<file path="src/rtl/lifo_pkg.sv">
// Shared constants for the LIFO drain engine: FSM encoding, counter sizing, skid depth.
package lifo_pkg;

    localparam logic [1:0] ST_IDLE  = 2'd0;
    localparam logic [1:0] ST_RUN   = 2'd1;
    localparam logic [1:0] ST_DRAIN = 2'd2;
    localparam logic [1:0] ST_DONE  = 2'd3;

    localparam int unsigned SKID_DEPTH = 2;
    localparam int unsigned SKID_CW    = $clog2(SKID_DEPTH + 1);

    // Length counter must hold the full LIFO capacity 2**depth.
    function automatic int unsigned cnt_w(input int unsigned depth);
        return depth + 1;
    endfunction

endpackage

</file>
<file path="src/rtl/lifo_skid_buf.sv">
// Two-entry FIFO of {data, last} absorbing LIFO read latency and stream backpressure.
module lifo_skid_buf
    import lifo_pkg::*;
#(
    parameter int unsigned N = 32
) (
    input  logic               clk,
    input  logic               reset,
    input  logic               push,
    input  logic [N-1:0]       push_data,
    input  logic               push_last,
    input  logic               pop,
    output logic [N-1:0]       head_data,
    output logic               head_last,
    output logic [SKID_CW-1:0] count
);

    logic [N-1:0]       data_q [SKID_DEPTH];
    logic [N-1:0]       data_d [SKID_DEPTH];
    logic               last_q [SKID_DEPTH];
    logic               last_d [SKID_DEPTH];
    logic               wr_ptr_q, wr_ptr_d;
    logic               rd_ptr_q, rd_ptr_d;
    logic [SKID_CW-1:0] count_q, count_d;

    always_comb begin
        data_d   = data_q;
        last_d   = last_q;
        wr_ptr_d = wr_ptr_q;
        rd_ptr_d = rd_ptr_q;
        if (push) begin
            data_d[wr_ptr_q] = push_data;
            last_d[wr_ptr_q] = push_last;
            wr_ptr_d         = ~wr_ptr_q;
        end
        if (pop) begin
            rd_ptr_d = ~rd_ptr_q;
        end
        count_d = SKID_CW'(count_q + SKID_CW'(push) - SKID_CW'(pop));
    end

    always_ff @(posedge clk or posedge reset) begin
        if (reset) begin
            for (int i = 0; i < int'(SKID_DEPTH); i++) begin
                data_q[i] <= '0;
                last_q[i] <= 1'b0;
            end
            wr_ptr_q <= 1'b0;
            rd_ptr_q <= 1'b0;
            count_q  <= '0;
        end else begin
            data_q   <= data_d;
            last_q   <= last_d;
            wr_ptr_q <= wr_ptr_d;
            rd_ptr_q <= rd_ptr_d;
            count_q  <= count_d;
        end
    end

    assign head_data = data_q[rd_ptr_q];
    assign head_last = last_q[rd_ptr_q];
    assign count     = count_q;

endmodule

</file>
<file path="src/rtl/lifo_pop_stream.sv">
// Drains up to req_len words from the LIFO onto a valid/ready stream, newest first.
// Optional pop counter output pop_total is enabled by LIFO_POP_STATS_EN.
module lifo_pop_stream
    import lifo_pkg::*;
#(
    parameter int unsigned N     = 32,
    parameter int unsigned depth = 3,
    parameter int unsigned CNT_W = cnt_w(depth)
) (
`ifdef LIFO_POP_STATS_EN
    output logic [31:0]      pop_total,
`endif
    input  logic             clk,
    input  logic             reset,
    input  logic             start,
    input  logic [CNT_W-1:0] req_len,
    output logic             busy,
    output logic             done,
    output logic             short_burst,
    output logic             lifo_rd_en,
    input  logic [N-1:0]     lifo_dout,
    input  logic             lifo_empty,
    output logic [N-1:0]     m_data,
    output logic             m_valid,
    input  logic             m_ready,
    output logic             m_last
);

    logic [1:0]         state_q, state_d;
    logic [CNT_W-1:0]   rem_q, rem_d;
    logic               inflight_q, inflight_d;
    logic               short_q, short_d;
    logic               busy_q, busy_d;
    logic               done_q, done_d;
    logic [SKID_CW-1:0] skid_cnt;
    logic               xfer_c;
    logic               credit_c;
    logic               rd_en_c;
    logic               cap_last_c;
    logic [2:0]         outstanding_c;

    assign m_valid = (skid_cnt != '0);
    assign xfer_c  = m_valid && m_ready;

    // A beat leaving this cycle frees its slot for a pop issued this cycle.
    assign outstanding_c = 3'(skid_cnt) - 3'(xfer_c) + 3'(inflight_q);
    assign credit_c      = (outstanding_c < 3'd2);
    assign cap_last_c    = (rem_q == '0) || lifo_empty;

    lifo_skid_buf #(.N(N)) u_skid (
        .clk       (clk),
        .reset     (reset),
        .push      (inflight_q),
        .push_data (lifo_dout),
        .push_last (cap_last_c),
        .pop       (xfer_c),
        .head_data (m_data),
        .head_last (m_last),
        .count     (skid_cnt)
    );

    always_comb begin
        state_d    = state_q;
        rem_d      = rem_q;
        short_d    = short_q;
        rd_en_c    = (state_q == ST_RUN) && (rem_q != '0) && !lifo_empty && credit_c;
        inflight_d = rd_en_c;
        if (rd_en_c) begin
            rem_d = CNT_W'(rem_q - CNT_W'(1));
        end
        case (state_q)
            ST_IDLE: begin
                if (start) begin
                    short_d = 1'b0;
                    if (req_len != '0) begin
                        rem_d   = req_len;
                        state_d = ST_RUN;
                    end else begin
                        state_d = ST_DONE;
                    end
                end
            end
            ST_RUN: begin
                if ((rem_q == '0) || lifo_empty) begin
                    state_d = ST_DRAIN;
                    if (rem_q != '0) begin
                        short_d = 1'b1;
                    end
                end
            end
            ST_DRAIN: begin
                if ((skid_cnt == '0) && !inflight_q) begin
                    state_d = ST_DONE;
                end
            end
            ST_DONE: begin
                state_d = ST_IDLE;
            end
            default: begin
                state_d = ST_IDLE;
            end
        endcase
        busy_d = (state_d != ST_IDLE);
        done_d = (state_d == ST_DONE);
    end

    always_ff @(posedge clk or posedge reset) begin
        if (reset) begin
            state_q    <= ST_IDLE;
            rem_q      <= '0;
            inflight_q <= 1'b0;
            short_q    <= 1'b0;
            busy_q     <= 1'b0;
            done_q     <= 1'b0;
        end else begin
            state_q    <= state_d;
            rem_q      <= rem_d;
            inflight_q <= inflight_d;
            short_q    <= short_d;
            busy_q     <= busy_d;
            done_q     <= done_d;
        end
    end

    assign lifo_rd_en  = rd_en_c;
    assign busy        = busy_q;
    assign done        = done_q;
    assign short_burst = short_q;

`ifdef LIFO_POP_STATS_EN
    logic [31:0] pop_total_q, pop_total_d;

    always_comb begin
        pop_total_d = pop_total_q;
        if (rd_en_c) begin
            pop_total_d = 32'(pop_total_q + 32'd1);
        end
    end

    always_ff @(posedge clk or posedge reset) begin
        if (reset) begin
            pop_total_q <= '0;
        end else begin
            pop_total_q <= pop_total_d;
        end
    end

    assign pop_total = pop_total_q;
`endif

endmodule

</file>
<file path="config.mk">
export PLATFORM = sky130hd
export DESIGN_NAME = lifo_pop_stream
export DESIGN_NICKNAME = d
export VERILOG_FILES = /design/src/rtl/lifo_pkg.sv /design/src/rtl/lifo_skid_buf.sv /design/src/rtl/lifo_pop_stream.sv
export SDC_FILE = /design/constraint.sdc
export NUM_CORES = 1
export LEC_CHECK = 0
export CAP_MARGIN = 20
export CORE_MARGIN = 10
export CORE_UTILIZATION = 50
export DETAILED_ROUTE_END_ITERATION = 8
export MAX_ROUTING_LAYER = met4
export PLACE_DENSITY = 0.87
export SETUP_SLACK_MARGIN = 0.5
export SYNTH_ARGS = -nofsm -noshare
export SYNTH_HDL_FRONTEND = slang
export SYNTH_HIERARCHICAL = 1
export SYNTH_SLANG_ARGS = --single-unit
</file>
<file path="constraint.sdc">
create_clock -name clk -period 4.02 [get_ports clk]
set_input_delay 0.603 -clock clk [delete_from_list [all_inputs] [get_ports clk]]
set_output_delay 0.603 -clock clk [all_outputs]
set_load 0.005 [all_outputs]
</file>
; ---- After elaboration in Yosys (flattened, before gate mapping)
; Cells that the tools add are included.
[op_classes]
add_sub_neg = 5
n_lt_le_gt_ge = 4
n_eq_ne = 7
n_mux = 25
n_bitwise = 4
reduce_logical = 18
[op_table]
columns = op, count
row1 = 2-to-1 mux 32 bit, 4
row2 = bitwise mux 64 bit, 1
row3 = demux 32 bit (select 1 bit), 1
row4 = 2-to-1 mux 4 bit, 4
row5 = 2-to-1 mux 2 bit, 4
row6 = case mux 2 bit (4 select lines), 1
row7 = nonzero test 4 bit, 2
row8 = 2-to-1 mux 1 bit, 7
row9 = "== test 2 bit, second input constant", 3
row10 = logical AND 1 bit, 6
row11 = nonzero test 2 bit, 3
row12 = ">= comparator 2 bit, second input constant", 2
row13 = logical NOT 2 bit, 2
row14 = logical NOT 4 bit, 1
row15 = "!= test 2 x 1 -> 1 bit, second input constant", 2
row16 = NOT 1 -> 2 bit, 2
row17 = AND reduction 4 bit, 1
row18 = "subtractor 4 x 1 -> 4 bit, second input constant", 1
row19 = adder 3 x 1 -> 3 bit, 1
row20 = "< comparator 3 x 2 -> 1 bit, second input constant", 1
row21 = subtractor 2 x 1 -> 3 bit, 1
row22 = adder 2 x 1 -> 2 bit, 1
row23 = bitwise mux 2 bit, 1
row24 = "== test 2 x 1 -> 1 bit, second input constant", 1
row25 = 8 further kinds, 10
[totals]
regBits = 80
out_inout_bits = 38
word_cells = 76

; ---- Depth between registers and ports, before layout
[depth]
depth_word = 10
depth_mapped = 11

; ---- By module
; The synthesis kept the hierarchy.
[by_module_without_submodules]
columns = module, n_inst, cells_per_inst, area_each_um2, seq_area_each_um2
row1 = lifo_skid_buf, 1, 191, 3190.6, 1751.7
row2 = lifo_pop_stream, 1, 63, 596.8, 250.2

; ---- Worst setup path before layout
; No wires, ideal clock.
[synth_timing]
path_kind = flip-flop to output port
start = reg u_skid.count_q[1] (netlist: u_skid/count[1])
end = out lifo_rd_en
t_arrival_ns = 2.431
setup_slack_ns = 0.986
path_stages_with_launch = 11
path_buffers = 1
path_cell_list = dfrtp_1 nor2_1 inv_1 and2_1 ha_1 nand2b_1 fa_1 xor2_1 or4_4 buf_6 inv_1
[synth_via]
elab_chain_len = 6
[synth_rtl]
columns = item, line_no
row1 = from (decl), lifo_skid_buf.sv:24  ; logic [SKID_CW-1:0] count_q, count_d;
row2 = from (signal assigned), lifo_skid_buf.sv:56  ; count_q <= count_d;
row3 = nonzero test 2 bit, lifo_pop_stream.sv:42  ; assign m_valid = (skid_cnt != '0);
row4 = via m_valid, lifo_pop_stream.sv:24  ; output logic m_valid,
row5 = logical AND 1 bit, lifo_pop_stream.sv:43  ; assign xfer_c = m_valid && m_ready;
row6 = via xfer_c, lifo_pop_stream.sv:36  ; logic xfer_c;
row7 = subtractor 2 x 1 -> 3 bit, lifo_pop_stream.sv:46  ; assign outstanding_c = 3'(skid_cnt) - 3'(xfer_c) + 3'(inflight_q);
row8 = adder 3 x 1 -> 3 bit, lifo_pop_stream.sv:46
row9 = < comparator 3 x 2 -> 1 bit, lifo_pop_stream.sv:47  ; assign credit_c = (outstanding_c < 3'd2);
row10 = logical AND 1 bit, lifo_pop_stream.sv:66  ; rd_en_c = (state_q == ST_RUN) && (rem_q != '0) && !lifo_empty && credit_c;
row11 = to (decl), lifo_pop_stream.sv:20  ; output logic lifo_rd_en,
; The timed path passes the listed nets, and every way through them passes these cells.

; ---- Worst setup path in the final report
[layout_timing]
start = reg u_skid.count_q[1] (netlist: u_skid/count[1])
end = out lifo_rd_en
[layout_via]
elab_chain_len = 6
[layout_rtl]
columns = item, line_no
row1 = nonzero test 2 bit, lifo_pop_stream.sv:42
row2 = logical AND 1 bit, lifo_pop_stream.sv:43
row3 = via xfer_c, lifo_pop_stream.sv:36
row4 = subtractor 2 x 1 -> 3 bit, lifo_pop_stream.sv:46
row5 = adder 3 x 1 -> 3 bit, lifo_pop_stream.sv:46
row6 = < comparator 3 x 2 -> 1 bit, lifo_pop_stream.sv:47
row7 = logical AND 1 bit, lifo_pop_stream.sv:66
; The timed path passes the listed nets, and every way through them passes these cells.

==> results.md <==
- Status: finished, final reports clean
- Startpoint types: flip-flop
- Layout Cell Area excl Fill: 4852 µm²
- Grt ovf: 0
- Router iterations before antenna repair: 4
- Tmin final: 3399 ps
- Endpoint, Worst Hold: u_skid/data_q[27]
- CP Capture Type: primary output
- Primary FF master, synth: dfrtp_1
- Ys async rst share: 100.0%
- Comb power frac: 45.3%
- Crit path max fanout: 3
- Dpl cell area: 4592 µm²
- Post-DP HPWL: 5396 µm
- I/O pin count: 79
- Mapped Cells: 254
- Worst R2R End: rem_q[3]
- CTS sink count: 80
- Number of synthesized register bits: 80
- CTS Hold Buffers Added: 0
- Final setup TNS: 0 ps
- Critical-path cell list: nor2_4 -> inv_1 -> and2_4 -> ha_1 -> nand2b_4 -> fa_2 -> nand3b_1 -> or4_4 -> inv_2 -> buf_6
- Rel. slew slack: 44.08%
- DIE AREA: 11460 µm²
- Worst Hold Slack: 502.1 ps
- Fmax: 0.2942 GHz
- H-tree depth: 3
- Area grow syn2layout: 28.11%
- Clock share of power: 16.9%
- Clk Tree Root Cell: clkbuf_8
- CP arrival: 2800 ps
- Row cnt: 31
- CTS Buf Count: 9
- RR Startpoint: u_skid/count[1]
- Peak supply drop: 0.4128 mV
- Initial antenna violation count: 0
- Pin count of the biggest net entering global routing: 42
- Period utilization: 84.56%
- WP data required: 3420 ps
- Power per standard cell area: 791.6 nW/µm²
- Sw power: 1.068 mW
- Ys Warns: 6
- GPL Wtd Cong: 0.7811
- Final Setup Violations: 0
- RSZ-0062 raised after global routing: no
- Cell Area, Synth: 3787 µm²
- Worst-Margin Slew: 837.6 ps
- Synthesized area per cell: 14.91 µm²
- Per-cell routed wire length: 17.47 µm
- Hold Crit Start: u_skid/data_q[27]
- Fin. Hold Viols: 0
- Hold Path Stages: 1
- R2r setup slk: 1070 ps
- First-pass GRT wire length: 12880 µm
- Sequential Power Share: 37.8%
- Internal: 2.773 mW
- WS Path Type: flip-flop to primary output
- Antenna-violating nets left: 0
- Clock Pin Slew Worst Setup and Hold Paths: 80 ps
- Drt drc: 0
- Vias/cell: 5.121
- Switching Share: 27.81%
- Total Wirelength: 7670 µm
- TritonCTS clock tree: done
- PortBufs: 78
- Number of global-route vias before repair: 2564
- Initial Utilization: 51.94%
- Leakage power: 2.115 nW
- Synth Net Count: 300
- Max-Cap Viols: 0
- Type of the worst min-delay path: flip-flop to flip-flop
- Skew final: 6.650 ps
- Distinct cells, synth: 34
- Slowest-stage cell, CP: fa_2
- Clock latency on the worst-skew pair: 330 ps
- Fin nets: 382
- Slew Viols, Final: 0
- Die Y-Extent: 107.0 µm
- GRT Total Usage: 14.19%
- Count of flip-flops with a built-in enable after synthesis: 0
- R2R depth: 11
- Die outline width: 107.0 µm
- Ratio of cells with drive above 1 in the final layout: 39.12%
- Sequential-to-total area share from yosys stat: 52.86%
- Core area: 7292 µm²
- Post-layout util: 66.54%
- Vias: 2248
- Initial DRC count: 64
- CP peak stage delay: 520 ps
- CTS Buffer Depth: 2
- N_diodes: 0
[registers in the layout, summed over array words and instances, names as in the netlist]
signal and cells:
inflight_q 1, short_burst 1, busy 1, u_skid/rd_ptr_q 1, state_q 2, u_skid/count 2
done 1, u_skid/wr_ptr_q 1, rem_q 4, u_skid/data_q 64, u_skid/last_q 2
[placed cells by master, fill, tap and decap left out, types with 2 or more instances in the layout]
cell type        netlist  layout
bufinv_16              0       2
buf_4                  0       5
mux2_2                69      69
nand3b_1               2       2
xor2_1                 3       3
nand2_1                5       5
inv_1                 12      10
o21ai_0                2       2
nor2_1                 3       2
nor3_1                 2       2
mux2_4                30      30
xnor2_1                2       2
ha_1                   4       4
nor3b_1                2       2
o211ai_1               3       3
clkdlybuf4s50_1        0      76
dfrtp_1               80      79
inv_2                  0       2
clkbuf_8               0      11
nand3_1                4       4
[worst max-delay path by stage]
stage	from	cells after the start	to	slack [ps]
floorplan	u_skid/count[1]	10	lifo_rd_en	990
global placement	m_ready	9	lifo_rd_en	160
detailed placement	m_ready	9	lifo_rd_en	150
CTS	m_ready	9	lifo_rd_en	500
global route	u_skid/count[1]	10	lifo_rd_en	500
finish	u_skid/count[1]	10	lifo_rd_en	620
[cells in the mapped netlist, types with 3 or more instances]
master	count	area [µm²]
inv_1	12	45.04
ha_1	4	50.05
xor2_1	3	26.28
mux2_4	30	450.4
mux2_2	69	777.0
buf_2	4	20.02
buf_12	3	60.06
o211ai_1	3	22.52
nand2_1	5	18.77
nand3_1	4	20.02
dfrtp_1	80	2002
buf_6	6	67.56
nor2_1	3	11.26
[cells by family (layout without fill, tap and decap cells)]
family	after synthesis	in the layout	share of synthesized area (%)
adders and majority gates	5	5	1.850
DFF	80	80	52.86
buffers and inverters	25	111	5.087
muxes	99	99	32.41
AOI/OAI and AO/OA	11	11	2.015
and+or+nand+nor	29	29	4.625
xor gates and xnor gates	5	5	1.156
[critical path, delay by kind of cell (launching register included)]
family	cells	cell delay (ps)
simple gates	5	1000
fa+ha+maj	2	790
flops	1	430
buf+inv	3	240
[timing repair]
action	CTS	global route
setup buffers	1	1
pin swaps	0	1
endpoints found under the setup margin	1	1
resized for setup	6	7
endpoints found under the hold margin	0	0
[power groups by stage]
stage / sequential, mW / combinational (mW) / clock (mW)
finish: 1.45 / 1.74 / 0.649
global route: 1.51 / 1.89 / 0.700
CTS: 1.45 / 1.76 / 0.664
detailed placement: 1.46 / 1.73 / 0
global placement: 1.43 / 1.69 / 0
floorplan: 1.35 / 1.05 / 0
[per-stage QoR]
| stage | power, mW | std cells | setup WS (ps) |
|---|---|---|---|
| after global placement | 3.125 | 422 | 159.7 |
| after floorplan | 2.407 | 254 | 985.8 |
| after detailed placement | 3.189 | 422 | 145.0 |
| after global routing | 4.100 | 439 | 502.5 |
| final | 3.841 | 439 | 620.5 |
| after CTS | 3.871 | 438 | 501.6 |
[cell type report]
cell class,count,area [µm²]
clock inverters,3,65.06
flip-flops and latches,80,2003
fillers,537,2440
inverters,12,45.04
repair buffers,84,842.1
clock buffers,12,155.1
well taps,99,123.9
multi-input cells,149,1618
[layer usage]
metal / GRT usage, % / share of wire [%]
met5: - / 0
met4: 4.159 / 0.74
met3: 3.353 / 3.9
met2: 23.43 / 51
met1: 16.88 / 45
Power figures use the tool's default switching activity.
